$ cat src/rtl/seq_match_ctrl_pkg.sv
// Shared definitions for the serial pattern-match controller:
// FSM state encoding and the pattern/byte widths.
package seq_match_ctrl_pkg;

   localparam int PAT_W  = 4;
   localparam int BYTE_W = 8;

   typedef enum logic {
      IDLE  = 1'b0,
      SHIFT = 1'b1
   } state_t;

endpackage

$ cat src/rtl/seq_pattern_det.sv
// Bit-serial pattern detector. It keeps a PAT_W-bit history that spans byte
// boundaries and idle gaps, and raises match one cycle after the shift that completes it.
module seq_pattern_det
   import seq_match_ctrl_pkg::*;
(
   input  logic             clk,
   input  logic             reset,
   input  logic             bit_in,
   input  logic             shift_en,
   input  logic [PAT_W-1:0] pattern,
   output logic             match
);

   logic [PAT_W-1:0] history;
   logic [2:0]       fill;
   logic             cmp_pending;

   // The compare uses the registered history. A pattern change made between
   // the shift and the compare therefore still counts.
   // NOTE: sequential state uses non-blocking assignments only, so every
   // register here samples pre-edge values regardless of statement order.
   always_ff @(posedge clk or posedge reset) begin
      if (reset) begin
         history     <= '0;
         fill        <= '0;
         cmp_pending <= 1'b0;
         match       <= 1'b0;
      end else begin
         match       <= cmp_pending && (fill >= 3'(PAT_W)) && (history == pattern);
         cmp_pending <= shift_en;
         if (shift_en) begin
            history <= {history[PAT_W-2:0], bit_in};
            if (fill != 3'(PAT_W))
               fill <= fill + 3'd1;
         end
      end
   end

endmodule

$ cat src/rtl/seq_match_ctrl.sv
// Byte-in, bit-serial sequence matcher. It counts occurrences of a 4-bit pattern
// and raises a sticky interrupt when the match count reaches a threshold.
module seq_match_ctrl
   import seq_match_ctrl_pkg::*;
#(
   parameter int CNT_W = 8
) (
   input  logic             clk,
   input  logic             reset,
   input  logic             enable,
   input  logic [3:0]       cfg_pattern,
   input  logic [CNT_W-1:0] cfg_threshold,
   input  logic             in_valid,
   input  logic [7:0]       in_data,
   output logic             in_ready,
   input  logic             irq_clr,
   output logic             busy,
   output logic             match_pulse,
   output logic [CNT_W-1:0] match_count,
   output logic             irq
);

   localparam logic [CNT_W-1:0] CNT_MAX = '1;

   state_t            state, state_nxt;
   logic [BYTE_W-1:0] shreg;
   logic [2:0]        bit_idx;
   logic              last_bit;
   logic              accept;
   logic              inc_d;

   assign last_bit = (state == SHIFT) && (bit_idx == 3'd7);
   assign accept   = in_valid && in_ready;

   always_ff @(posedge clk or posedge reset) begin
      if (reset) state <= IDLE;
      else       state <= state_nxt;
   end

   // NOTE: every combinational output gets a default first, so no path can
   // leave it unassigned and infer a latch.
   always_comb begin
      state_nxt = state;
      case (state)
         IDLE:    if (accept) state_nxt = SHIFT;
         SHIFT:   if (last_bit && !accept) state_nxt = IDLE;
         default: state_nxt = IDLE;
      endcase
   end

   // Ready is also asserted in the last shift cycle, so a new byte loads with no bubble.
   always_comb begin
      in_ready = enable && ((state == IDLE) || last_bit);
      busy     = (state == SHIFT);
   end

   always_ff @(posedge clk or posedge reset) begin
      if (reset) begin
         shreg   <= '0;
         bit_idx <= '0;
      end else if (accept) begin
         shreg   <= in_data;
         bit_idx <= '0;
      end else if (state == SHIFT) begin
         shreg   <= {shreg[BYTE_W-2:0], 1'b0};
         bit_idx <= bit_idx + 3'd1;
      end
   end

   seq_pattern_det u_det (
      .clk      (clk),
      .reset    (reset),
      .bit_in   (shreg[BYTE_W-1]),
      .shift_en (busy),
      .pattern  (cfg_pattern),
      .match    (match_pulse)
   );

   // inc_d marks a cycle in which the count has just changed. The irq compare is
   // made against that new value, so a saturated count never re-fires.
   always_ff @(posedge clk or posedge reset) begin
      if (reset) begin
         match_count <= '0;
         inc_d       <= 1'b0;
         irq         <= 1'b0;
      end else if (irq_clr) begin
         match_count <= '0;
         inc_d       <= 1'b0;
         irq         <= 1'b0;
      end else begin
         inc_d <= 1'b0;
         if (match_pulse && (match_count != CNT_MAX)) begin
            match_count <= match_count + 1'b1;
            inc_d       <= 1'b1;
         end
         if (inc_d && (cfg_threshold != '0) && (match_count == cfg_threshold))
            irq <= 1'b1;
      end
   end

endmodule

$ cat config.mk
export PLATFORM = sky130hd
export DESIGN_NAME = seq_match_ctrl
export DESIGN_NICKNAME = d
export VERILOG_FILES = /design/src/rtl/seq_match_ctrl_pkg.sv /design/src/rtl/seq_pattern_det.sv /design/src/rtl/seq_match_ctrl.sv
export SDC_FILE = /design/constraint.sdc
export NUM_CORES = 1
export LEC_CHECK = 0
export ABC_AREA = 1
export CELL_PAD_IN_SITES_DETAIL_PLACEMENT = 1
export CELL_PAD_IN_SITES_GLOBAL_PLACEMENT = 1
export CORE_MARGIN = 3
export CORE_UTILIZATION = 37
export CTS_CLUSTER_DIAMETER = 200
export DETAILED_ROUTE_END_ITERATION = 10
export GPL_TIMING_DRIVEN = 0
export PLACE_DENSITY_LB_ADDON = 0.08
export SLEW_MARGIN = 20
export SYNTH_ARGS = -nofsm -noshare
export SYNTH_HDL_FRONTEND = slang
export SYNTH_SLANG_ARGS = --single-unit
export TNS_END_PERCENT = 1
$ cat constraint.sdc
create_clock -name clk -period 1.9 [get_ports clk]
set_input_delay 0.38 -clock clk [delete_from_list [all_inputs] [get_ports clk]]
set_output_delay 0.38 -clock clk [all_outputs]
set_load 0.005 [all_outputs]
# Word-level counts from Yosys, hierarchy flattened
# Index checks and enable logic that the tools add are counted.
[word_totals] ff_bits=31 inputBits=25 word_cells=49
[classes] muxes=13 bitwise=1 addsub=3 reduce_logical=16 order_cmp=1 n_eq_ne=5
[ops] operator="8-bit two-way mux" count=4
[ops] operator="1-bit logical AND" count=9
[ops] operator="8-bit by 1-bit adder with 8-bit output, second input constant" count=1
[ops] operator="8-bit == test" count=1
[ops] operator="8-bit inequality test, second input constant" count=1
[ops] operator="8-bit nonzero test" count=1
[ops] operator="3-bit by 1-bit adder with 3-bit output, second input constant" count=2
[ops] operator="1-bit two-way mux" count=6
[ops] operator="3-bit two-way mux" count=2
[ops] operator="2-bit nonzero test" count=3
[ops] operator="4-bit == test" count=1
[ops] operator="3-bit == test, second input constant" count=1
[ops] operator="3-bit greater-or-equal comparator, second input constant" count=1
[ops] operator="3-bit inequality test, second input constant" count=1
[ops] operator="1-bit one-hot mux with 2 select lines" count=1
[ops] operator="2-bit AND reduction" count=1
[ops] operator="1-bit zero test" count=1
[ops] operator="1-bit logical OR" count=1
[ops] operator="1-bit inverter" count=1

# Logic depth before layout (Yosys ltp)
# Gate-level depths: netlist (run 1).
[logic_depth] depth_word=9 ltp_mapped=9 depth_no_buf=9

# Modules after synthesis
# Synthesis (run 1) repeated with hierarchy kept, for this count alone.
[hier_totals] cells_unflattened=238 hier_area_um2=1747.9
[by_module_without_submodules] module="seq_match_ctrl" cells_each=187 instances=1 area_each_um2=1300.0
[by_module_without_submodules] module="seq_pattern_det" cells_each=51 instances=1 area_each_um2=447.9

# Least setup slack after synthesis (run 1)
# No wires, ideal clock.
[synth_path] path_kind="register -> register" from="register bit_idx[0]" to="register shreg[2]" required_ns=1.784 stages_incl_launch_ff=10 arrival_time_ns=1.273 synth_period_minus_slack_ns=1.389 path_buffers=1 path_slack_ns=0.511 path_cell_list="dfrtp_1 > ha_1 > ha_1 > inv_1 > a21boi_4 > nand2_4 > buf_6 > nand3_2 > o21ai_2 > inv_1"
[synth_between] elab_chain_cells=6 word_cells_on_any_way=7 cone_classes="eq/ne (1); mux (1); reduce/logical (5)"
[synth_rtl] element="start: declaration" line_no="seq_match_ctrl.sv:27" text="logic [2:0] bit_idx;"
[synth_rtl] element="start signal: assignment" line_no="seq_match_ctrl.sv:66" text="bit_idx <= bit_idx + 3'd1;"
[synth_rtl] element="3-bit == test (*)" line_no="seq_match_ctrl.sv:32" text="assign last_bit = (state == SHIFT) && (bit_idx == 3'd7);"
[synth_rtl] element="1-bit logical AND (*)" line_no="seq_match_ctrl.sv:32"
[synth_rtl] element="1-bit logical OR (*)" line_no="seq_match_ctrl.sv:53" text="in_ready = enable && ((state == IDLE) || last_bit);"
[synth_rtl] element="1-bit logical AND (*)" line_no="seq_match_ctrl.sv:53"
[synth_rtl] element="net in_ready" line_no="seq_match_ctrl.sv:15" text="output logic in_ready,"
[synth_rtl] element="1-bit logical AND (*)" line_no="seq_match_ctrl.sv:33" text="assign accept = in_valid && in_ready;"
[synth_rtl] element="8-bit two-way mux / 2-bit nonzero test (equally long branches)"
[synth_rtl] element="end signal: assignment" line_no="seq_match_ctrl.sv:62" text="shreg <= in_data;"
[synth_rtl] element="end signal: assignment" line_no="seq_match_ctrl.sv:65" text="shreg <= {shreg[BYTE_W-2:0], 1'b0};"
[synth_rtl] element="end: declaration" line_no="seq_match_ctrl.sv:26" text="logic [BYTE_W-1:0] shreg;"
# Mark *: on every way through the listed nets, which the timed path passes. The rest lies on a longest branch.
# A chain may end at the register's enable or synchronous reset.

# Final worst setup path (run 1)
[layout_path] from="register bit_idx[0]" to="output in_ready"
[layout_between] elab_chain_cells=4
[layout_rtl] element="3-bit == test" line_no="seq_match_ctrl.sv:32"
[layout_rtl] element="1-bit logical AND" line_no="seq_match_ctrl.sv:32"
[layout_rtl] element="1-bit logical OR" line_no="seq_match_ctrl.sv:53"
[layout_rtl] element="1-bit logical AND" line_no="seq_match_ctrl.sv:53"
[layout_rtl] element="end: declaration" line_no="seq_match_ctrl.sv:15"
# Every way passes these cells.

==> results.toml, run 1 <==
[placed_design]
dp_hpwl_um = 3010
gp_congestion = 0.734
io_buffers = 36
dp_slack_ns = -0.0806

[floorplanning]
coreArea_um2 = 4410
initial_core_util_pct = 39.0
die_y_um = 74.2
fp-row-count = 24
design.portCount = 37
dieArea_um2 = 5510
die_w_um = 74.2

[cts]
cts.clk_slew.worst_paths_ns = 0.06
cts-root-buf = "clkbuf_8"
cts_tree = "done"
clk_latency_ns = 0.27
cts-buffers-inserted = 5
hold_buffers = 0
htree_levels = 2
clock_sinks = 31
clockBufferDepth = 2

[critical_path]
slowest_delay_ns = 0.39
arrival_ns = 1.46
slowest_stage = "dfrtp_1"
crit_buf_inv = 2
crit_required_ns = 1.52
path_cells = "ha_1 -> ha_1 -> inv_2 -> a21boi_4 -> dlygate4sd2_1"
start_kind = "register"
critPathKind = "register to primary output"
cp_common_cell = "ha_1"
crit_path_end_kind = "primary output"
crit_family = "adder cells"
crit_fanout = 4

[logic_synthesis]
postSynthCellCount = 207
synth.area.mux_share_pct = 0
synth_edf_count = 0
syn_nets = 237
synthArstFlopShare_pct = 100
ys_seq_area_share_pct = 45.0
synthFlopType = "dfrtp_1"
ys_warn_count = 0
avgSynthCellArea_um2 = 8.32
synth-compound-area-share_pct = 11.5
synth-xor-area-share_pct = 5.59
syn_area_um2 = 1720
synth-adder-area-share_pct = 3.63
synth_top_family_by_area = "simple AND/OR/NAND/NOR gates"
yosysUniqueCellTypes = 32
synthSimpleGateAreaFrac_pct = 24.7
yosys_register_bits = 31

[sta]
report.final.setup_viol = 0
rsz0062_at_grt = "false"
setup-tns-final_ns = 0
max_freq_mhz = 544
report.final.slew_viol_count = 0
fin_crit_ns = 1.84
worst_slack_ns = 0.0621
finClkSkew_ns = 0.00236
tightestPinTransition_ns = 0.662
slew_headroom_pct = 55.8
finalHoldViolCount = 0
min_period_over_period_pct = 96.7

[pwr]
pwr-share-clk_pct = 24.7
pwr-share-seq_pct = 40.7
powerDensity_nw_per_um2 = 1020
combPwrFrac_pct = 34.7
p_int_w = 0.00153
leakagePower_nw = 1.12
vdd_drop_max_mv = 0.584
swShare_pct = 33.2
power.total_w = 0.00230
p_switching_w = 0.000763

[grt]
met3_usage_pct = 4.05
grt_antenna_before_repair = 0
grt_max_degree = 32
grtUsageMet2_pct = 27.8
grt_use_total_pct = 16.3
grt.overflow.total = 0
grt_first_pass_wirelength_um = 6820
met1_usage_pct = 20.7
grt_busiest_layer = "met2"
grt_pass1_vias = 1481

[detailed_routing]
wl_per_cell_um = 12.8
num_vias = 1433
first_pass_iters = 4
first_iter_violations = 41
via_per_inst = 4.70
antenna_left = 0
drc = 0
wl_um = 3900

[finish]
layout-drive-gt1-share_pct = 14.2
final_util_pct = 51.2
syn_to_final_growth_pct = 31.3
antennaDiodeCount = 0
final_nets = 282

[flow_run]
max_cap_viol_count = 0

[outcome]
outcome = "finished, final reports clean"

[min_path]
hp-class = "register to register"
==> final cells by class <==
type | count | area (um^2)
Timing Repair Buffer | 38 | 374
Fill cell | 541 | 2150
Tap cell | 52 | 65.1
Inverter | 34 | 128
Clock buffer | 8 | 100
Sequential cell | 31 | 776
Buffer | 5 | 36.3
Multi-Input combinational cell | 137 | 783
==> registers in the layout (all words and copies together) (netlist names) <==
signal,count
bit_idx,3
u_det.match,1
u_det.cmp_pending,1
irq,1
u_det.history,4
shreg,8
busy,1
match_count,8
u_det.fill,3
inc_d,1
==> logic make-up after synthesis <==
| logic type | count (synthesis) |
|---|---|
| AO/OA/AOI/OAI | 29 |
| XOR/XNOR | 11 |
| adder cells (fa/ha/maj) | 5 |
| buffers and inverters | 39 |
| flip-flops | 31 |
| AND/OR/NAND/NOR | 92 |
==> layer usage <==
| metal | vias up | share of wire (%) |
|---|---|---|
| met4 | 0 | 0.21 |
| met2 | 25 | 50 |
| li1 | 735 | - |
| met5 | - | 0 |
| met1 | 671 | 46 |
| met3 | 2 | 3.7 |
==> power by group through the flow <==
| stage | clock (W) | combinational, W | sequential (W) |
|---|---|---|---|
| final | 0.000566 | 0.000796 | 0.000935 |
| after global routing | 0.000628 | 0.000935 | 0.000951 |
| after CTS | 0.000592 | 0.000808 | 0.000936 |
| after detailed placement | 0 | 0.000790 | 0.000948 |
| after global placement | 0 | 0.000772 | 0.000940 |
| after floorplan | 0 | 0.000555 | 0.000919 |
==> timing repair <==
item / in CTS / in global routing
pin swaps: 1 / 1
buffers inserted: 1 / 1
endpoints found under the setup margin: 1 / 1
resized for setup: 2 / 0
==> through the flow <==
| stage | hold WS [ns] | instances | area, um^2 |
|---|---|---|---|
| floorplan | 0.415 | 207 | 1720 |
| global placement | 0.422 | 295 | 2150 |
| detailed placement | 0.434 | 295 | 2150 |
| CTS | 0.441 | 304 | 2250 |
| global route | 0.454 | 305 | 2260 |
| finish | 0.431 | 305 | 2260 |
==> worst paths after layout <==
kind | from | to | slack (ns) | cells past startpoint
max | bit_idx[0]$_DFFE_PP0P_ | in_ready | 0.06 | 5
min | busy$_DFF_PP0_ | u_det.cmp_pending$_DFF_PP0_ | 0.43 | 0
max reg2reg | bit_idx[0]$_DFFE_PP0P_ | shreg[2]$_DFFE_PP0P_ | 0.30 | 10
min reg2reg | busy$_DFF_PP0_ | u_det.cmp_pending$_DFF_PP0_ | 0.43 | 0
max in group asynchronous | reset | u_det.match$_DFF_PP0_ | 0.95 | 2
min in group asynchronous | reset | shreg[2]$_DFFE_PP0P_ | 0.52 | 2
==> synth_stat cells, types with 2 or more instances <==
cell type	count	share of area (%)
xor2_1	6	3.1
dfrtp_1	31	45
o21ai_1	6	1.7
nor2_1	12	2.6
nand4_1	2	0.73
a21boi_1	2	0.87
inv_2	3	0.65
nand2_1	52	11
ha_1	5	3.6
o21ai_0	7	2.0
nand2_2	2	0.73
xnor2_1	5	2.5
nand2_4	3	2.0
o21ai_2	6	3.1
inv_1	31	6.8
a21oi_1	2	0.58
buf_6	2	1.3
nand3_1	16	4.6
==> cells in the final DEF (no fill, tap or decap), types with 2 or more instances in the layout <==
master | netlist | final
xor2_1 | 6 | 6
dfrtp_1 | 31 | 31
ha_1 | 5 | 5
clkbuf_1 | 1 | 2
clkdlybuf4s50_1 | 0 | 35
a21boi_1 | 2 | 2
inv_2 | 3 | 5
nand2_2 | 2 | 2
a21oi_1 | 2 | 2
clkbuf_8 | 0 | 7
nor2_1 | 12 | 12
nand2_1 | 52 | 52
nand3_1 | 16 | 16
buf_6 | 2 | 2
o21ai_1 | 6 | 6
nand2_4 | 3 | 3
o21ai_2 | 6 | 6
inv_1 | 31 | 29
buf_4 | 0 | 2
o21ai_0 | 7 | 7
nand4_1 | 2 | 2
xnor2_1 | 5 | 5
Note: power is estimated with default switching activity, not from simulation.
==> run 2, diff against run 1 <==
--- a/config.mk
+++ b/config.mk
@@ -14,7 +14,6 @@
 export DETAILED_ROUTE_END_ITERATION = 10
 export GPL_TIMING_DRIVEN = 0
 export PLACE_DENSITY_LB_ADDON = 0.08
-export SLEW_MARGIN = 20
 export SYNTH_ARGS = -nofsm -noshare
 export SYNTH_HDL_FRONTEND = slang
 export SYNTH_SLANG_ARGS = --single-unit
==> run 2 against run 1 <==
  * Final cell count rose by 0.33%
  * Hold slack got worse by 0.046 ns
  * Non-clock buffer count rose by 1
  * Largest cell class unchanged
==> results.toml, run 2 (synthesized netlist as in run 1, its figures left out) <==
[detailed_routing]
drc = 0
antenna_left = 0
via_per_inst = 4.71
wl_per_cell_um = 12.9
num_vias = 1440
first_iter_violations = 43
wl_um = 3950
first_pass_iters = 4

[finish]
final_cell_mix = "nand2_1 (52), clkdlybuf4s50_1 (35), dfrtp_1 (31)"
final_nets = 283
layout-drive-gt1-share_pct = 14.2
seq_area_um2 = 776
num-fill-cells = 538
multi_input_area_um2 = 783
final_common_cell = "nand2_1"
antennaDiodeCount = 0
fin_cells = 306
syn_to_final_growth_pct = 32.9
top_regs = "match_count (8), shreg (8), u_det.history (4)"

[pwr]
powerDensity_nw_per_um2 = 1010
leakagePower_nw = 1.13
power.total_w = 0.00231
vdd_drop_max_mv = 0.592

[critical_path]
critPathKind = "register to primary output"
start_kind = "register"
rr_worst_depth = 10
crit_path_end_kind = "primary output"
crit_fanout = 4
crit_required_ns = 1.52
arrival_ns = 1.46

[sta]
rsz0062_at_grt = "false"
finClkSkew_ns = 0.00477
finalHoldViolCount = 0
setup-tns-final_ns = 0
report.final.slew_viol_count = 0
min_period_over_period_pct = 96.9
fin_crit_ns = 1.84
max_freq_mhz = 543
tightestPinTransition_ns = 0.411
worst_slack_ns = 0.0597
report.final.setup_viol = 0
slew_headroom_pct = 72.6

[outcome]
outcome = "finished, final reports clean"

[cts]
htree_levels = 2
cts.clk_slew.worst_paths_ns = 0.07
clock_sinks = 31
cts-buffers-inserted = 5
cts_tree = "done"
clockBufferDepth = 2
cts-root-buf = "clkbuf_8"
hold_buffers = 0
clk_latency_ns = 0.28

[floorplanning]
coreArea_um2 = 4410
initial_core_util_pct = 39.0
die_y_um = 74.2
dieArea_um2 = 5510
die_w_um = 74.2
design.portCount = 37
fp-row-count = 24

[grt]
grt_max_degree = 32
grt_pass1_vias = 1481
grt_antenna_before_repair = 0
grt.overflow.total = 0
grt_use_total_pct = 16.3
grt_first_pass_wirelength_um = 6820

[placed_design]
dp_hpwl_um = 3010
dp_cells = 295
io_buffers = 36
dp_slack_ns = -0.0806
gp_congestion = 0.734

[flow_run]
max_cap_viol_count = 0

[min_path]
hp-class = "input port to asynchronous set/reset pin"
run 2: cell types whose count changed in the layout (fill, tap and decap cells not counted):
cell | before | now
inv_2 | 5 | 4
inv_1 | 29 | 30
buf_16 | 0 | 1
run 2: routing by layer:
metal	global-route usage, %	routed length (um)
met3	4.05	140
met4	4.15	8
met2	27.8	1950
met1	20.7	1850
met5	0	0
run 2: what timing repair did:
item,in CTS,in global routing
resized for setup,2,0
setup endpoints to repair,1,1
gates cloned,0,0
endpoints found under the hold margin,0,0
pin swaps,1,1
setup buffers,1,1
run 2: worst paths after layout:
check                                            start                           to  slack, ns
worst max-delay path            bit_idx[0]$_DFFE_PP0P_                     in_ready       0.06
worst min-delay path                             reset         shreg[2]$_DFFE_PP0P_       0.39
worst max register to register  bit_idx[0]$_DFFE_PP0P_         shreg[2]$_DFFE_PP0P_       0.30
worst min register to register          busy$_DFF_PP0_  u_det.cmp_pending$_DFF_PP0_       0.43
max in group asynchronous                        reset         shreg[3]$_DFFE_PP0P_       1.05
min in group clk                        busy$_DFF_PP0_  u_det.cmp_pending$_DFF_PP0_       0.43
run 2: final cells by class:
class / instances / area share, %
Inverter: 34 / 5.57
Clock buffer: 8 / 4.37
Multi-Input combinational cell: 137 / 34.2
Sequential cell: 31 / 33.9
Tap cell: 52 / 2.84
Timing Repair Buffer: 39 / 17.5
Buffer: 5 / 1.58
run 2: critical path, cell delays in order (launching register included):
cell and delay (ns):
dfrtp_1 0.39, ha_1 0.21, ha_1 0.20, inv_2 0.07
a21boi_4 0.05, dlygate4sd2_1 0.26
run 2: per-stage QoR:
stage | util [%] | hold WS, ns | cell area, um^2
6_report | 51.9 | 0.386 | 2290
5_1_grt | 51.9 | 0.394 | 2290
4_1_cts | 51.1 | 0.441 | 2250
3_5_place_dp | 48.7 | 0.434 | 2150
3_3_place_gp | 48.7 | 0.422 | 2150
2_1_floorplan | - | 0.415 | 1720
run 2: report_power, final:
group          switching (W)  internal (W)  leakage (nW)
Combinational       0.000427      0.000376         0.680
Clock               0.000241      0.000330        0.0515
Sequential          0.000100      0.000834         0.401
